**config.mk**
```make
export PLATFORM = sky130hd
export DESIGN_NAME = hazard_forward_unit
export DESIGN_NICKNAME = d
export VERILOG_FILES = /design/src/rtl/hazard_forward_unit.sv
export SDC_FILE = /design/constraint.sdc
export NUM_CORES = 1
export LEC_CHECK = 0
export CELL_PAD_IN_SITES_DETAIL_PLACEMENT = 1
export CELL_PAD_IN_SITES_GLOBAL_PLACEMENT = 2
export CORE_MARGIN = 4
export CORE_UTILIZATION = 14
export CTS_BUF_LIST = sky130_fd_sc_hd__clkbuf_16
export DETAILED_ROUTE_END_ITERATION = 7
export PLACE_DENSITY_LB_ADDON = 0.1
export SETUP_SLACK_MARGIN = 0.2
export SYNTH_ARGS = -nofsm -noshare
export SYNTH_HDL_FRONTEND = slang
export SYNTH_SLANG_ARGS = --single-unit
export TNS_END_PERCENT = 10
```
**constraint.sdc**
```tcl
create_clock -name CLK -period 1.95 [get_ports CLK]
set_input_delay 0.39 -clock CLK [delete_from_list [all_inputs] [get_ports CLK]]
set_output_delay 0.39 -clock CLK [all_outputs]
set_load 0.02 [all_outputs]
```
**src/rtl/hazard_forward_unit.sv**
```systemverilog
// hazard_forward_unit
//   EX-stage operand forwarding selects for NSRC sources (EX/MEM beats MEM/WB)
//   plus a load-use hazard detector whose stall FSM holds PC/IF-ID and
//   bubbles ID/EX for LOAD_LAT cycles per hazard.
//   Optional build macro: HFU_STATS_EN -- adds saturating 16-bit counters on
//   STATS ({hazard detections, forwarding cycles}); without it STATS is 0.

// Per-operand slice: forwarding select for the EX-stage source, plus the
// address match of the ID-stage source against the in-flight load.
module hfu_fwd_lane #(
  parameter int AW = 5
) (
  input  logic [AW-1:0] ars,
  input  logic [AW-1:0] ars_id,
  input  logic [AW-1:0] ard_id_ex,
  input  logic [AW-1:0] ard_ex_mem,
  input  logic          regwrite_ex_mem,
  input  logic [AW-1:0] ard_mem_wb,
  input  logic          regwrite_mem_wb,
  output logic [1:0]    sel,
  output logic          load_hit
);
  logic hit_mem, hit_wb;

  // x0 is hard-wired zero, so a write to it must never be forwarded
  assign hit_mem  = regwrite_ex_mem && (ard_ex_mem != '0) && (ard_ex_mem == ars);
  assign hit_wb   = regwrite_mem_wb && (ard_mem_wb != '0) && (ard_mem_wb == ars);
  assign load_hit = (ard_id_ex == ars_id);

  // EX/MEM carries the younger result, so it takes priority over MEM/WB
  always_comb begin
    sel = 2'b00;
    if (hit_mem)     sel = 2'b10;
    else if (hit_wb) sel = 2'b01;
  end
endmodule

module hazard_forward_unit #(
  parameter int AW       = 5,
  parameter int NSRC     = 2,
  parameter int LOAD_LAT = 1
) (
  input  logic                 CLK,
  input  logic                 RST,
  input  logic [NSRC*AW-1:0]   ARS,
  input  logic [NSRC*AW-1:0]   ARS_IF_ID,
  input  logic [AW-1:0]        ARD_ID_EX,
  input  logic                 MEMREAD_ID_EX,
  input  logic [AW-1:0]        ARD_EX_MEM,
  input  logic                 REGWRITE_EX_MEM,
  input  logic [AW-1:0]        ARD_MEM_WB,
  input  logic                 REGWRITE_MEM_WB,
  output logic [2*NSRC-1:0]    FORWARD,
  output logic                 STALL,
  output logic                 BUBBLE,
  output logic [31:0]          STATS
);
  localparam logic [0:0] IDLE     = 1'b0;
  localparam logic [0:0] STALLING = 1'b1;
  // detection cycle is the first stall cycle, the counter covers the rest
  localparam logic [2:0] CNT_INIT = 3'(LOAD_LAT - 1);
  localparam bit         MULTI    = (LOAD_LAT > 1);

  logic [NSRC-1:0][1:0] fwd_sel;
  logic [NSRC-1:0]      load_hit;
  logic                 haz;
  logic [0:0]           state;
  logic [2:0]           cnt;

  for (genvar i = 0; i < NSRC; i++) begin : g_lane
    hfu_fwd_lane #(.AW(AW)) u_lane (
      .ars             (ARS[i*AW +: AW]),
      .ars_id          (ARS_IF_ID[i*AW +: AW]),
      .ard_id_ex       (ARD_ID_EX),
      .ard_ex_mem      (ARD_EX_MEM),
      .regwrite_ex_mem (REGWRITE_EX_MEM),
      .ard_mem_wb      (ARD_MEM_WB),
      .regwrite_mem_wb (REGWRITE_MEM_WB),
      .sel             (fwd_sel[i]),
      .load_hit        (load_hit[i])
    );
  end

  assign haz = MEMREAD_ID_EX && (ARD_ID_EX != '0) && (|load_hit);

  // stall FSM: a hazard seen in IDLE stalls that cycle; longer loads park in
  // STALLING and count down the remaining cycles, ignoring HAZ meanwhile
  always_ff @(posedge CLK) begin
    if (RST) begin
      state <= IDLE;
      cnt   <= '0;
    end else if (state == IDLE) begin
      if (haz && MULTI) begin
        state <= STALLING;
        cnt   <= CNT_INIT;
      end
    end else begin
      if (cnt == 3'd1) begin
        state <= IDLE;
        cnt   <= '0;
      end else begin
        cnt <= cnt - 3'd1;
      end
    end
  end

  // reset masks every output combinationally, including a stall in progress
  always_comb begin
    FORWARD = RST ? '0 : fwd_sel;
    STALL   = !RST && ((state == STALLING) || haz);
    BUBBLE  = STALL;
  end

`ifdef HFU_STATS_EN
  logic [15:0] fwd_cnt, haz_cnt;
  logic        any_fwd, haz_entry;

  assign any_fwd   = |fwd_sel;
  assign haz_entry = (state == IDLE) && haz;

  // saturating event counters; they stick at all-ones rather than wrapping
  always_ff @(posedge CLK) begin
    if (RST) begin
      fwd_cnt <= '0;
      haz_cnt <= '0;
    end else begin
      if (any_fwd && (fwd_cnt != 16'hFFFF))   fwd_cnt <= fwd_cnt + 16'd1;
      if (haz_entry && (haz_cnt != 16'hFFFF)) haz_cnt <= haz_cnt + 16'd1;
    end
  end

  assign STATS = RST ? 32'd0 : {haz_cnt, fwd_cnt};
`else
  assign STATS = 32'd0;
`endif
endmodule

```
### Word-level counts from Yosys, hierarchy flattened

Index checks and enable logic that the tools add are counted.

* word-level logic and storage cells: 34
* output and inout bits: 38
* register bits: 4
* input port bits: 40

* reduce and logical (&&, ||, !) cells: 16
* bitwise operators: 1
* equal/unequal tests: 7
* mux-type cells: 7
* $add $sub $neg: 1

Operators by type and width (count)
* 5-bit == test: 6
* 5-bit nonzero test: 3
* 1-bit logical AND: 9
* 2-bit two-way mux: 2
* 4-bit two-way mux: 1
* 2-bit OR reduction: 2
* 3-bit by 1-bit == test with 1-bit output, second input constant: 1
* 1-bit two-way mux: 3
* 3-bit two-way mux: 1
* 3-bit by 1-bit subtractor with 3-bit output, second input constant: 1
* 1-bit zero test: 1
* 1-bit logical OR: 1
* 1-bit inverter: 1

### Logic depth before layout (Yosys ltp)

Gate-level depths: netlist of the first run.

* depth after elaboration: 6
* depth in mapped cells: 6
* depth with buffers taken out: 6

### By module

A second synthesis of the first run with hierarchy kept.

* cells, all modules: 120
* area, all modules: 908.4 um^2

Modules (own cells, without submodules)
* hazard_forward_unit: instances 1, sequential area each 80.1 um^2, area each 483.0 um^2, cells an instance 64
* hfu_fwd_lane: instances 2, sequential area each 0.0 um^2, area each 212.7 um^2, cells an instance 28

### Least setup slack after synthesis of the first run

OpenSTA, ideal clock, no wires.

* path type: in2out
* start point: in ARD_ID_EX[2]
* end point: out STALL
* path buffers: 1
* cell stages on the path: 5
* arrival time: 1.700 ns
* path slack: -0.140 ns
* data required time: 1.560 ns
* cells stage by stage: xor2_1 -> nor3_1 -> a22oi_1 -> o31ai_1 -> buf_4

* longest elaborated chain between the ends: 5
* elaborated cells between the ends (all ways): 8
* classes of those cells: 2 x eq/ne; 6 x reduce/logical

Ends and longest elaborated chain
* start, declared: RTL line 47 `input logic [AW-1:0] ARD_ID_EX,`
* 5-bit == test or 5-bit nonzero test (tied branches): RTL line 28, 84
* 2-bit OR reduction or 1-bit logical AND (tied branches): RTL line 84 `assign haz = MEMREAD_ID_EX && (ARD_ID_EX != '0) && (|load_hit);`
* 1-bit logical AND (*): RTL line 84
* 1-bit logical OR (*): RTL line 110 `STALL = !RST && ((state == STALLING) || haz);`
* 1-bit logical AND (*): RTL line 110
* end, declared: RTL line 54 `output logic STALL,`

Mark *: on every way between the ends. The rest lies on a longest branch, timed or not.

### Worst setup path after layout of the first run

* start point: in ARD_EX_MEM[1]
* end point: out FORWARD[0]

* longest elaborated chain between the ends: 5
* elaborated cells between the ends (all ways): 6
* classes of those cells: 1 x eq/ne; 2 x mux; 3 x reduce/logical

Ends and longest elaborated chain
* start, declared: RTL line 49 `input logic [AW-1:0] ARD_EX_MEM,`
* 5-bit nonzero test: RTL line 26 `assign hit_mem = regwrite_ex_mem && (ard_ex_mem != '0) && (ard_ex_mem == ars);`
* 1-bit logical AND: RTL line 26
* 1-bit logical AND (*): RTL line 26
* 2-bit two-way mux (*): RTL line 33 `if (hit_mem) sel = 2'b10;`
* 4-bit two-way mux (*): RTL line 109 `FORWARD = RST ? '0 : fwd_sel;`
* end, declared: RTL line 53 `output logic [2*NSRC-1:0] FORWARD,`

Marks and branches as above.

==> reports/qor.txt, run 1 <==
Hpwl dp = 2730 microns
Yosys top cell area share = 29.1%
Setup slack, reg-to-reg = 0.73 ns
Tcrit/Tclk final = 106%
Seq cells post-synth = 4
Detailed-route via count = 918
Worst-Skew Late Latency = 0.22 ns
Share of cells above drive strength 1 = 37.9%
Fin Hold WS = 0.511 ns
Port bufs = 45
Setup TNS = -0.402 ns
Max_cap viols = 0
N_diodes = 0
Pin count of the biggest net entering global routing = 8
Drt total wl = 3100 microns
Clock tree buffer depth = 2
Total Routing Usage GR = 8.19%
Residual DRC = 0
RSZ-0062 raised after global routing = yes
DR iter-0 viols = 2
RD Place Congestion = 0.834
Worst setup SP type = input pin
Hold Crit Class = flop to flop
Final Hold Vio Count = 0
Synth cell types = 25
Failing checks = setup timing
CTS buffer count = 3
Post-synth EDFFs = 0
DP Cell Count = 249
Final setup fails = 6
WL/cell = 12.1 microns
TritonCTS clock tree = done
Final Skew = 0.00140 ns
Area Overhead vs Synth = 89.7%
Placed cell area = 1470 sq um
Top FF cell, synth = dfxtp_1
Clk sink count = 4
CP endpoint kind = output port
Synth Instances = 110
Worst EP required = 1.56 ns
Post-Syn Area per Cell = 7.75 sq um
Sequential cell area fraction in the yosys report = 9.40%
Finished Cell Area = 1620 sq um
Number of global-route vias before repair = 1003
Post-DRT Antenna Nets = 0
DRT Pass-1 Iters = 2
Syn. warnings = 0
Synth area leaders = buf_4 29%, xor2_1 19%, xnor2_1 12%
Slew Viols, Final = 0
# IOs = 78
Die Area = 7400 sq um
Min cycle time layout = 2.07 ns
Critical Path AT = 1.68 ns
Die width = 86.0 microns
First-pass GRT wire length = 4820 microns
Core ar. = 5920 sq um
Root Buffer = clkbuf_16
Initial Util = 14.4%
Crit Path Category = input pin to output port
Row count = 28
Fin cells = 257
Fin worst setup slack = -0.118 ns
Nets = 226
Fmax = 484 MHz
H-tree Lvls = 1
Max IR drop VDD = 480 uV
Leading area contributor after synthesis = buf_4
Leak = 0.734 nW
Clk slew on worst S/H paths = 0.03 ns
FFs w/ async S/R, synth = 0%
CP max FO = 2
Total gr overflow = 0
Post-Syn Area = 852 sq um
Avg Vias per Cell = 3.57
PD cells = 433 nW/um^2
Antenna violations before repair = 0
DIE HEIGHT = 86.0 microns
Status = finished, violations left
-- through the flow --
stage	utilization (%)	power, mW	setup slack [ns]
6_report	27.3	0.700	-0.118
2_1_floorplan	-	0.260	0.0804
3_5_place_dp	24.8	0.365	-0.986
4_1_cts	27.0	0.700	-0.142
5_1_grt	27.3	0.735	-0.169
3_3_place_gp	24.8	0.363	-0.967
-- cell usage after synthesis, drive strengths merged, types with 2 or more instances --
library cell,instances
buf,33
xor2,18
xnor2,12
nor3,7
nor2,6
dfxtp,4
or4,4
nand2,3
nand3,3
nor4,3
o21ai,3
ha,2
inv,2
nor2b,2
o31ai,2
-- final cells by class --
class                   count  area [sq um]
clock buffers               3          75.1
fillers                   715          4300
inverters                   2          7.51
multi-input cells         102           758
flip-flops and latches      4          80.1
well taps                  75          93.8
repair buffers             71           602
-- report_power, final --
group / internal, mW / leakage (nW) / switching [mW]
logic: 0.137 / 0.665 / 0.158
registers: 0.0824 / 0.0322 / 0.0000000000000000970
clock network: 0.262 / 0.0370 / 0.0606
-- critical path, cell delays in order --
cell,delay [ns]
buf_6,0.09
or4_4,0.54
o21ai_4,0.19
buf_6,0.12
nor3_4,0.03
nor4_4,0.13
buf_4,0.18
-- cell usage in the layout, fill, tap and decap left out, drive strengths merged, types with 4 or more instances in the layout --
cell and instances:
buf 43, clkbuf 7, clkdlybuf4s50 7, conb 32, dfxtp 4, dlygate4sd2 14
nor2 6, nor3 7, or4 4, xnor2 12, xor2 18
-- state kept, by name (all words and copies together) (netlist names) --
register  count
cnt           3
state         1
-- routing by layer --
layer	track usage, %	up-vias	part of all wire [%]
met5	0	-	0
met4	2.16	0	0.58
met3	2.40	2	11
met2	14.9	50	51
met1	9.25	422	38
li1	-	444	-
-- cells by family (layout without fill, tap and decap cells) --
family          after synthesis  after routing  synth area share (%)
buf+inv                      35             76                  30.0
xor+xnor                     30             30                  30.8
simple gates                 30             30                  19.8
compound gates                7              7                  5.43
flops                         4              4                  9.40
fa+ha+maj                     2              2                  2.94
other cells                   1             32                 0.440
mux                           1              1                  1.17
-- worst paths after layout --
check | from | end | depth (start not counted)
worst min-delay path | cnt[1]$_SDFFE_PP0P_ | cnt[1]$_SDFFE_PP0P_ | 2
worst max register to register | cnt[0]$_SDFFE_PP0P_ | cnt[1]$_SDFFE_PP0P_ | 4
worst max-delay path | ARD_EX_MEM[1] | FORWARD[0] | 7
worst min register to register | cnt[1]$_SDFFE_PP0P_ | cnt[1]$_SDFFE_PP0P_ | 2
-- repair_timing --
| action | 4_1_cts | 5_1_grt |
|---|---|---|
| endpoints found under the hold margin | 0 | 0 |
| hold buffers | 0 | 0 |
| buffers inserted | 4 | 1 |
| pin swaps | 15 | 10 |
| setup endpoints to repair | 6 | 6 |
| resized for setup | 110 | 28 |
No activity file was read; power rests on OpenSTA's default activity.
==> inputs of run 2 (changes only) <==
--- a/config.mk
+++ b/config.mk
@@ -10,6 +10,7 @@
 export CORE_MARGIN = 4
 export CORE_UTILIZATION = 14
 export CTS_BUF_LIST = sky130_fd_sc_hd__clkbuf_16
+export CTS_CLUSTER_SIZE = 14
 export DETAILED_ROUTE_END_ITERATION = 7
 export PLACE_DENSITY_LB_ADDON = 0.1
 export SETUP_SLACK_MARGIN = 0.2
==> results of run 2 <==
Same layout as run 1: the final DEF is identical, and so are final timing and power.
==> patch, RTL diff (config.mk and constraints of run 2) <==
Build with the macro `HFU_STATS_EN` defined.
--- a/src/rtl/hazard_forward_unit.sv
+++ b/src/rtl/hazard_forward_unit.sv
@@ -7,6 +7,8 @@
 
 // Per-operand slice: forwarding select for the EX-stage source, plus the
 // address match of the ID-stage source against the in-flight load.
+`define HFU_STATS_EN
+
 module hfu_fwd_lane #(
   parameter int AW = 5
 ) (
Function: changed (Yosys sat finds a counterexample within 4 cycles, from zero or initial values and one cycle with RST high).
==> patch against run 2 <==
The run still ends with negative setup slack left; routed wire length rose to 3.1 times the old value; sequential cell count rose by 32; non-clock buffer count is 91 higher; worst setup slack better by 43 ps; hold slack worse by 28 ps; final area grew to 2.9 times the old value; synthesized area grew to 3.0 times the old value; final cell count rose to 2.7 times the old value; core utilization shrank 0.66 points; via count grew to 3.1 times the old value; global-route usage grew 1.5 points; total power rose to 2.7 times the old value; sequential share of layout area is 11 points higher; critical path type unchanged; largest cell class unchanged; largest power group unchanged; highest routed layer unchanged.
==> patch: results (changes against run 2) <==
- Worst hold slack: 482.9 ps (-28.42 ps)
- R2R Setup Slk: 20 ps (-710 ps)
- Biggest regs: fwd_cnt (16), haz_cnt (16), cnt (3)
- Status: complete, but fails checks
- Crit path from: ARD_EX_MEM[3]
- Top cell type's share of synthesized area: 28.51% (-0.56 points)
- Worst IR Drop VDD: 0.3246 mV (-32%)
- Clock transition at the registers of the reported paths: 60 ps (+30 ps)
- Drt pass-1 iters: 4 (+2)
- GRT met1 Usage: 12.43% (+3.2 points)
- Failing checks: negative setup slack
- Post-CTS resize count: 230 (+110%)
- Final GP Congestion: 0.6890 (-17%)
- Layout cells sized above 1: 46.51% (+8.6 points)
- WL met1: 4452 microns (+280%)
- Pin count of the biggest net entering global routing: 19 (+11)
- Final setup fails: 4 (-2)
- Detailed placement HPWL: 7484 microns (+170%)
- Area contributors post-synth: dfxtp_1, mux2_2, xor2_1
- Layout net count: 516 (+130%)
- Worst r2r path cells: 7 (+3)
- Worst Slack Setup Final: -74.82 ps (+43.29 ps)
- Register area share after synthesis: 28.51% (+19 points)
- Setup TNS: -171.5 ps (+230.9 ps)
- Routing usage on met2: 16.82% (+2.0 points)
- IO buf count: 77 (+71%)
- XOR/XNOR Fraction of Synth Area: 11.44% (-19 points)
- R2R Path Start: haz_cnt[1]
- Crit path max fanout: 4 (+2)
- First-pass GRT wire length: 15990 microns (+230%)
- Multiplexer area fraction after synthesis: 9.059% (+7.9 points)
- Worst R2R End: haz_cnt[14]
==> patch: cell type report <==
| type | instances | area share [%] |
|---|---|---|
| tap | 225 | 6.047 |
| clock inverter | 3 | 0.2956 |
| multi-input combinational | 257 | 45.20 |
| sequential | 36 | 15.64 |
| inverter | 10 | 0.8062 |
| timing repair buffer | 162 | 29.32 |
| clock buffer | 5 | 2.687 |
==> patch: per-stage QoR <==
stage	setup slack, ps	cell area (sq um)
final	-74.82	4656
after global routing	-137.8	4656
after CTS	-171.5	4573
after detailed placement	-988.0	4218
after global placement	-964.5	4218
after floorplan	-60.83	2608
==> patch: where the power goes <==
| part | internal, mW | switching (mW) |
|---|---|---|
| logic | 0.190 | 0.173 |
| registers | 0.738 | 0.00192 |
| clock network | 0.466 | 0.342 |
| total | 1.39 | 0.517 |
==> patch: critical path, cell delays in order <==
cell,delay (ps)
buf_6,90
or4_4,540
o21ai_4,220
nor2_2,80
nor4_4,130
buf_4,180
